### src/rtl/firebird7_in_ijtag_drv_pkg.sv
// Shared constants, state codes and control-bundle type for the firebird7_in IJTAG scan driver.
// The network-reset command is enabled by FIREBIRD7_IN_IJTAG_DRV_NET_RESET_EN.
package firebird7_in_ijtag_drv_pkg;

  localparam int DEF_MAX_LEN    = 64;
  localparam int DEF_RST_CYCLES = 4;

  localparam logic OP_SCAN  = 1'b0;
  localparam logic OP_RESET = 1'b1;

  typedef logic [2:0] drv_state_t;

  localparam drv_state_t ST_IDLE  = 3'd0;
  localparam drv_state_t ST_CAP   = 3'd1;
  localparam drv_state_t ST_SHIFT = 3'd2;
  localparam drv_state_t ST_UPD   = 3'd3;
  localparam drv_state_t ST_NRST  = 3'd4;
  localparam drv_state_t ST_RESP  = 3'd5;

  typedef struct packed {
    logic sel;
    logic ce;
    logic se;
    logic ue;
    logic si;
    logic net_reset_n;
  } ijtag_ctrl_t;

  // Quiet network: nothing selected, network reset released.
  localparam ijtag_ctrl_t CTRL_QUIET = '{sel: 1'b0, ce: 1'b0, se: 1'b0, ue: 1'b0,
                                         si: 1'b0, net_reset_n: 1'b1};

endpackage

### src/rtl/firebird7_in_ijtag_drv_outstage.sv
// Negedge output register bank for the IJTAG control pins, so every control value
// is stable across the following posedge (capture/shift) and negedge (update latch).
module firebird7_in_ijtag_drv_outstage
  import firebird7_in_ijtag_drv_pkg::*;
(
  input  logic        ijtag_tck,
  input  logic        ijtag_reset,
  input  ijtag_ctrl_t ctrl_d,
  output logic        ijtag_sel,
  output logic        ijtag_ce,
  output logic        ijtag_se,
  output logic        ijtag_ue,
  output logic        ijtag_si,
  output logic        ijtag_net_reset_n
);

  ijtag_ctrl_t ctrl_q;

  always_ff @(negedge ijtag_tck or negedge ijtag_reset) begin
    if (!ijtag_reset) begin
      ctrl_q <= CTRL_QUIET;
    end else begin
      ctrl_q <= ctrl_d;
    end
  end

  assign ijtag_sel         = ctrl_q.sel;
  assign ijtag_ce          = ctrl_q.ce;
  assign ijtag_se          = ctrl_q.se;
  assign ijtag_ue          = ctrl_q.ue;
  assign ijtag_si          = ctrl_q.si;
  assign ijtag_net_reset_n = ctrl_q.net_reset_n;

endmodule

### src/rtl/firebird7_in_ijtag_scan_driver.sv
// IJTAG initiator: one capture-shift-update sequence per command, returning the so bits.
// Define FIREBIRD7_IN_IJTAG_DRV_NET_RESET_EN to enable the network-reset (op=RESET) command.
module firebird7_in_ijtag_scan_driver
  import firebird7_in_ijtag_drv_pkg::*;
#(
  parameter int MAX_LEN = DEF_MAX_LEN,
  parameter int LEN_W   = $clog2(MAX_LEN + 1)
`ifdef FIREBIRD7_IN_IJTAG_DRV_NET_RESET_EN
  ,
  parameter int RST_CYCLES = DEF_RST_CYCLES
`endif
) (
  input  logic               ijtag_tck,
  input  logic               ijtag_reset,
  input  logic               cmd_valid,
  output logic               cmd_ready,
  input  logic               cmd_op,
  input  logic [LEN_W-1:0]   cmd_len,
  input  logic [MAX_LEN-1:0] cmd_data,
  output logic               rsp_valid,
  input  logic               rsp_ready,
  output logic [MAX_LEN-1:0] rsp_data,
  output logic               rsp_err,
  output logic               ijtag_sel,
  output logic               ijtag_ce,
  output logic               ijtag_se,
  output logic               ijtag_ue,
  output logic               ijtag_si,
  input  logic               ijtag_so,
  output logic               ijtag_net_reset_n
);

  drv_state_t         state;
  logic               run_q;
  logic [LEN_W-1:0]   shift_cnt;
  logic [LEN_W-1:0]   samp_idx;
  logic [MAX_LEN-1:0] shift_reg;
  logic [MAX_LEN-1:0] cap_reg;
  logic               err_q;
  logic               accept;
  ijtag_ctrl_t        ctrl_d;

`ifdef FIREBIRD7_IN_IJTAG_DRV_NET_RESET_EN
  localparam int RST_W = (RST_CYCLES > 1) ? $clog2(RST_CYCLES) : 1;
  logic [RST_W-1:0] rst_cnt;
`endif

  // run_q keeps cmd_ready low while reset is asserted and for the first edge after release.
  always_ff @(posedge ijtag_tck or negedge ijtag_reset) begin
    if (!ijtag_reset) begin
      run_q <= 1'b0;
    end else begin
      run_q <= 1'b1;
    end
  end

  assign cmd_ready = run_q && (state == ST_IDLE);
  assign accept    = cmd_ready && cmd_valid;
  assign rsp_valid = (state == ST_RESP);
  assign rsp_err   = rsp_valid && err_q;
  assign rsp_data  = rsp_valid ? cap_reg : '0;

  always_ff @(posedge ijtag_tck or negedge ijtag_reset) begin
    if (!ijtag_reset) begin
      state     <= ST_IDLE;
      shift_cnt <= '0;
      shift_reg <= '0;
      err_q     <= 1'b0;
`ifdef FIREBIRD7_IN_IJTAG_DRV_NET_RESET_EN
      rst_cnt   <= '0;
`endif
    end else begin
      case (state)
        ST_IDLE: begin
          if (accept) begin
            err_q <= 1'b0;
            if (cmd_op == OP_RESET) begin
`ifdef FIREBIRD7_IN_IJTAG_DRV_NET_RESET_EN
              rst_cnt <= RST_W'(RST_CYCLES - 1);
              state   <= ST_NRST;
`else
              err_q <= 1'b1;
              state <= ST_RESP;
`endif
            end else if (cmd_len > LEN_W'(MAX_LEN)) begin
              err_q <= 1'b1;
              state <= ST_RESP;
            end else begin
              shift_cnt <= cmd_len;
              shift_reg <= cmd_data;
              state     <= ST_CAP;
            end
          end
        end
        ST_CAP: begin
          state <= (shift_cnt != '0) ? ST_SHIFT : ST_UPD;
        end
        ST_SHIFT: begin
          shift_reg <= {1'b0, shift_reg[MAX_LEN-1:1]};
          shift_cnt <= shift_cnt - LEN_W'(1);
          if (shift_cnt == LEN_W'(1)) begin
            state <= ST_UPD;
          end
        end
        ST_UPD: begin
          state <= ST_RESP;
        end
`ifdef FIREBIRD7_IN_IJTAG_DRV_NET_RESET_EN
        ST_NRST: begin
          rst_cnt <= rst_cnt - RST_W'(1);
          if (rst_cnt == '0) begin
            state <= ST_RESP;
          end
        end
`endif
        ST_RESP: begin
          if (rsp_ready) begin
            state <= ST_IDLE;
          end
        end
        default: begin
          state <= ST_IDLE;
        end
      endcase
    end
  end

  // Sampling follows the registered se pin, not the FSM, so sample k lines up with shift k.
  always_ff @(posedge ijtag_tck or negedge ijtag_reset) begin
    if (!ijtag_reset) begin
      cap_reg  <= '0;
      samp_idx <= '0;
    end else if (accept) begin
      cap_reg  <= '0;
      samp_idx <= '0;
    end else if (ijtag_se) begin
      for (int i = 0; i < MAX_LEN; i++) begin
        if (samp_idx == LEN_W'(i)) begin
          cap_reg[i] <= ijtag_so;
        end
      end
      samp_idx <= samp_idx + LEN_W'(1);
    end
  end

  always_comb begin
    ctrl_d = CTRL_QUIET;
    case (state)
      ST_CAP: begin
        ctrl_d.sel = 1'b1;
        ctrl_d.ce  = 1'b1;
      end
      ST_SHIFT: begin
        ctrl_d.sel = 1'b1;
        ctrl_d.se  = 1'b1;
        ctrl_d.si  = shift_reg[0];
      end
      ST_UPD: begin
        ctrl_d.sel = 1'b1;
        ctrl_d.ue  = 1'b1;
      end
`ifdef FIREBIRD7_IN_IJTAG_DRV_NET_RESET_EN
      ST_NRST: begin
        ctrl_d.net_reset_n = 1'b0;
      end
`endif
      default: begin
        ctrl_d = CTRL_QUIET;
      end
    endcase
  end

  firebird7_in_ijtag_drv_outstage u_outstage (
    .ijtag_tck         (ijtag_tck),
    .ijtag_reset       (ijtag_reset),
    .ctrl_d            (ctrl_d),
    .ijtag_sel         (ijtag_sel),
    .ijtag_ce          (ijtag_ce),
    .ijtag_se          (ijtag_se),
    .ijtag_ue          (ijtag_ue),
    .ijtag_si          (ijtag_si),
    .ijtag_net_reset_n (ijtag_net_reset_n)
  );

endmodule
### config.mk
export PLATFORM = sky130hd
export DESIGN_NAME = firebird7_in_ijtag_scan_driver
export DESIGN_NICKNAME = d
export VERILOG_FILES = /design/src/rtl/firebird7_in_ijtag_drv_pkg.sv /design/src/rtl/firebird7_in_ijtag_drv_outstage.sv /design/src/rtl/firebird7_in_ijtag_scan_driver.sv
export SDC_FILE = /design/constraint.sdc
export NUM_CORES = 1
export LEC_CHECK = 0
export ABC_AREA = 0
export BUFFER_PORTS_ARGS = -buffer_cell sky130_fd_sc_hd__buf_2
export CAP_MARGIN = 15
export CORE_MARGIN = 1.5
export CORE_UTILIZATION = 60
export CTS_BUF_LIST = sky130_fd_sc_hd__clkbuf_16
export DETAILED_ROUTE_END_ITERATION = 7
export PLACE_DENSITY = 0.92
export SLEW_MARGIN = 10
export SYNTH_ARGS = -nofsm -noshare
export SYNTH_HDL_FRONTEND = slang
export SYNTH_SLANG_ARGS = --single-unit
### constraint.sdc
create_clock -name ijtag_tck -period 2.5 [get_ports ijtag_tck]
set_input_delay 0.25 -clock ijtag_tck [delete_from_list [all_inputs] [get_ports ijtag_tck]]
set_output_delay 0.25 -clock ijtag_tck [all_outputs]
set_load 0.005 [all_outputs]
# Yosys cells after proc, flatten, opt, wreduce, memory -nomap -nowiden
# Cells that the tools add are included.
# W data, S select, Z words.
# totals
ff_bits	152
in_bits	77
# op_classes
addsub	2
order_cmp	1
eq_ne	73
n_mux	91
n_reduce_logical	140
# op_table
cell	count
$mux W64	6
$eq A7 B6 Y1 const B	32
$reduce_bool A2 Y1	66
$reduce_and A2 Y1	65
$pmux W64 S2	1
$eq A7 B5 Y1 const B	16
$mux W1	72
$eq A7 B4 Y1 const B	8
$mux W7	5
$eq A7 B3 Y1 const B	4
$mux W3	5
$pmux W3 S5	1
$eq A7 B1 Y1 const B	2
$eq A7 B2 Y1 const B	2
$pmux W7 S2	1
$ne A2 B2 Y1 const B	4
$add A7 B1 Y7 const B	1
$gt A7 B7 Y1 const B	1
$logic_not A7 Y1	1
$reduce_bool A7 Y1	1
$sub A7 B1 Y7 const B	1
$eq A3 B2 Y1 const B	2
$reduce_and A4 Y1	1
$eq A3 B1 Y1 const B	1
6 further kinds	8

# Logic depth before layout (Yosys ltp)
# logic_depth
depth_word	5
ltp_mapped	9
mapped_depth_nobuf	6

# Cells and area by module
# Synthesis repeated with hierarchy kept, for this count alone.
# unflattened
hier_cells	873
hier_area_um2	7952.6
# modules_own_cells
module	n_inst	cells_per_inst	area_per_inst_um2	seq_area_each_um2
firebird7_in_ijtag_scan_driver	1	866	7797.5	3678.5
firebird7_in_ijtag_drv_outstage	1	7	155.1	151.4

==> qor.csv <==
metric,value,unit
"EDFF count, synth",0,
largest net degree at the start of global routing,72,
die area,13900,µm²
max_cap viols,0,
TritonCTS Buffers,17,
core area,12800,µm²
final-report hold violation count,0,
pre-CTS setup slack,-0.107,ns
Hold WS,0.0622,ns
nets@finish,1091,
Synth Area per Inst,9.09,µm²
Hold Crit Class,in2reg,
Rows,41,
Die Ht,118,µm
Mapped Area,7930,µm²
Power Density,1040,nW/µm²
share of the synthesized area in the top cell type,46.4,%
vias per cell,6.06,
Worst R2R Path Depth,7,
first-pass GRT wire length,34.5,mm
startpoint types,flip-flop,
leakage power,4.37,nW
Crit Path Class,reg2reg,
Total GRT Usage,30.7,%
failing checks,setup timing,
Antenna Nets Post-Route,0,
via count,7208,
fillers,807,
FF-to-FF End,cap_reg[3],
setup violators final,69,
dominant synthesized flop cell,dfrtp_1,
yosys warns,0,
Post-DP HPWL,12.4,mm
Horiz. Die Dim,118,µm
synthesis-stage register bit count,152,
Routed WL per cell,17.7,µm
Crit. End Element,flip-flop,
Worst Path Max Fanout,8,
initial antenna violation count,0,
post-placement cell area,8910,µm²
Final Max Tran Viols,0,
reg2reg start,u_outstage.ijtag_se,
Reg area,3810,µm²
number of global-route vias before repair,7070,
"Reg clk slew, reported paths",0.06,ns
number of iterations in the first detailed-routing pass,5,
"Data arrival, critical path",3.02,ns
Worst-Margin Slew,1.05,ns
number of distinct library cells after synthesis,51,
Synth area leaders,"dfrtp_1 46%, mux2i_1 8.7%, a21oi_1 6.4%, and2_1 5.3%, nor3_1 4.4%",
Post-Layout Inst Area,9760,µm²
Clock Tree Root,clkbuf_16,
HP Start,rsp_ready,
PortBufs,148,
WP data required,2.80,ns
Max IR drop VDD,0.000795,V
status,"finished, violations left",
area of the multi-input gates,3970,µm²
Starting DRT DRC Count,687,
r2r setup slk,-0.22,ns
gpl congestion,0.804,
Clock Tree Buf Depth,2,
asr flop ratio synth,100,%
Worst Setup SP,u_outstage.ijtag_se,
Clock Sinks,152,
Syn-to-layout area delta,23.1,%
sequential-to-total area share from yosys stat,48.0,%
clock skew,0.0291,ns
Post-Synthesis Cells,872,
Synth area leader,dfrtp_1,
Worst Hold Depth,2,
GR Overflow Total,0,
H-tree levels,4,
RSZ-0062 raised after global routing,yes,
TritonCTS clock tree,built,
Ports,150,
Starting Density,62.1,%
Inserted Diodes,0,
DRT Wirelength,21.1,mm
clk_lat worst skew,0.43,ns
Hold Crit Endpoint,state[0],
share of cells above drive strength 1,29.6,%
Rel. slew slack,29.6,%
Final Core Density,76.4,%
post-route setup slack,-0.221,ns
DRC,0,
-- final cells by class --
class | instances | area share [%]
tap | 172 | 2.20
multi-input combinational | 636 | 40.7
inverter | 7 | 0.269
clock inverter | 12 | 1.15
clock buffer | 17 | 4.36
sequential | 152 | 39.0
timing repair buffer | 193 | 12.3
-- worst max-delay path, stage by stage, from the launching register on --
cell	delay [ns]
dfrtn_1	0.43
buf_12	0.12
buf_4	0.13
nor4bb_4	0.20
buf_6	0.17
nand2_1	0.09
nand2_1	0.15
a21oi_1	0.08
-- metrics by stage --
step,total power (W),std cells,setup TNS [ns]
3_3_place_gp,0.00718,1154,-0.539
2_1_floorplan,0.00650,873,-3.27
5_1_grt,0.0107,1189,-12.70
4_1_cts,0.0100,1189,-4.18
6_report,0.0101,1189,-6.80
3_5_place_dp,0.00741,1154,-1.53
-- what timing repair did --
item | 4_1_cts | 5_1_grt
hold endpoints to repair | 22 | 0
setup endpoints to repair | 29 | 70
buffers inserted | 5 | 0
resized for setup | 57 | 32
pin swaps | 23 | 17
hold buffers | 1 | 0
-- cells in the final DEF, fill, tap and decap left out, types with 3 or more instances in the layout --
cell	n
dfrtp_1	146
buf_2	146
a21oi_1	90
nand2_1	87
nor3_1	69
mux2i_1	69
and2_1	67
nor2_1	49
a21oi_2	42
o21ai_1	35
buf_4	24
buf_6	18
nand3_1	17
clkbuf_16	17
nor2_2	16
o21ai_0	13
nand4b_1	8
ha_1	7
inv_1	6
o21ai_2	6
nand4_1	6
nor2_4	5
dfrtn_1	5
and3_1	4
clkinv_1	4
buf_12	4
nand2b_1	3
nor4bb_4	3
xor2_1	3
clkinvlp_4	3
clkinv_2	3
-- worst max-delay path by stage --
stage                  end  depth (start not counted)
2_1_floorplan  samp_idx[6]                          4
3_3_place_gp   cap_reg[15]                          6
3_5_place_dp   samp_idx[6]                          5
4_1_cts           ijtag_se                          3
5_1_grt        samp_idx[6]                          6
6_report        cap_reg[3]                          7
-- cell families after synthesis --
family,after synthesis,synth area share (%)
AOI/OAI and AO/OA,197,14.3
xor gates and xnor gates,4,0.442
adders and majority gates,7,1.10
buffers and inverters,85,4.56
DFF,152,48.0
muxes,70,8.85
other,1,0.0473
and+or+nand+nor,356,22.7
-- per-layer routing --
metal,routed length [µm],global-route usage (%),vias up
li1,-,-,3291
met1,8430,39.7,3477
met2,10500,51.0,383
met3,1650,6.64,57
met4,556,11.7,0
met5,0,0,-
-- synth_stat cells (2+ instances only) --
cell type	instances
clkbuf_1	58
nand4b_1	8
nor3_1	69
nor3b_1	2
nand2_1	87
buf_6	4
nor4_1	2
a21oi_2	30
and2_1	67
nand4_1	6
dfrtp_1	147
o221a_1	2
buf_2	7
o32ai_1	2
nor4bb_1	4
inv_1	6
nand3_1	17
and3b_1	2
or3b_2	2
buf_1	8
nor2_1	69
a21oi_1	102
dfrtn_1	5
xor2_1	3
and3_1	5
nand2b_1	3
o21ai_0	54
ha_1	7
and4b_1	2
or3_1	3
mux2i_1	69
-- where the power goes --
part / leakage [nW] / switching, W / internal [W] / total (W)
Clock: 0.256 / 0.000996 / 0.00143 / 0.00242
Sequential: 1.88 / 0.000656 / 0.00333 / 0.00398
Combinational: 2.23 / 0.00211 / 0.00163 / 0.00374
No activity file was read; power rests on OpenSTA's default activity.
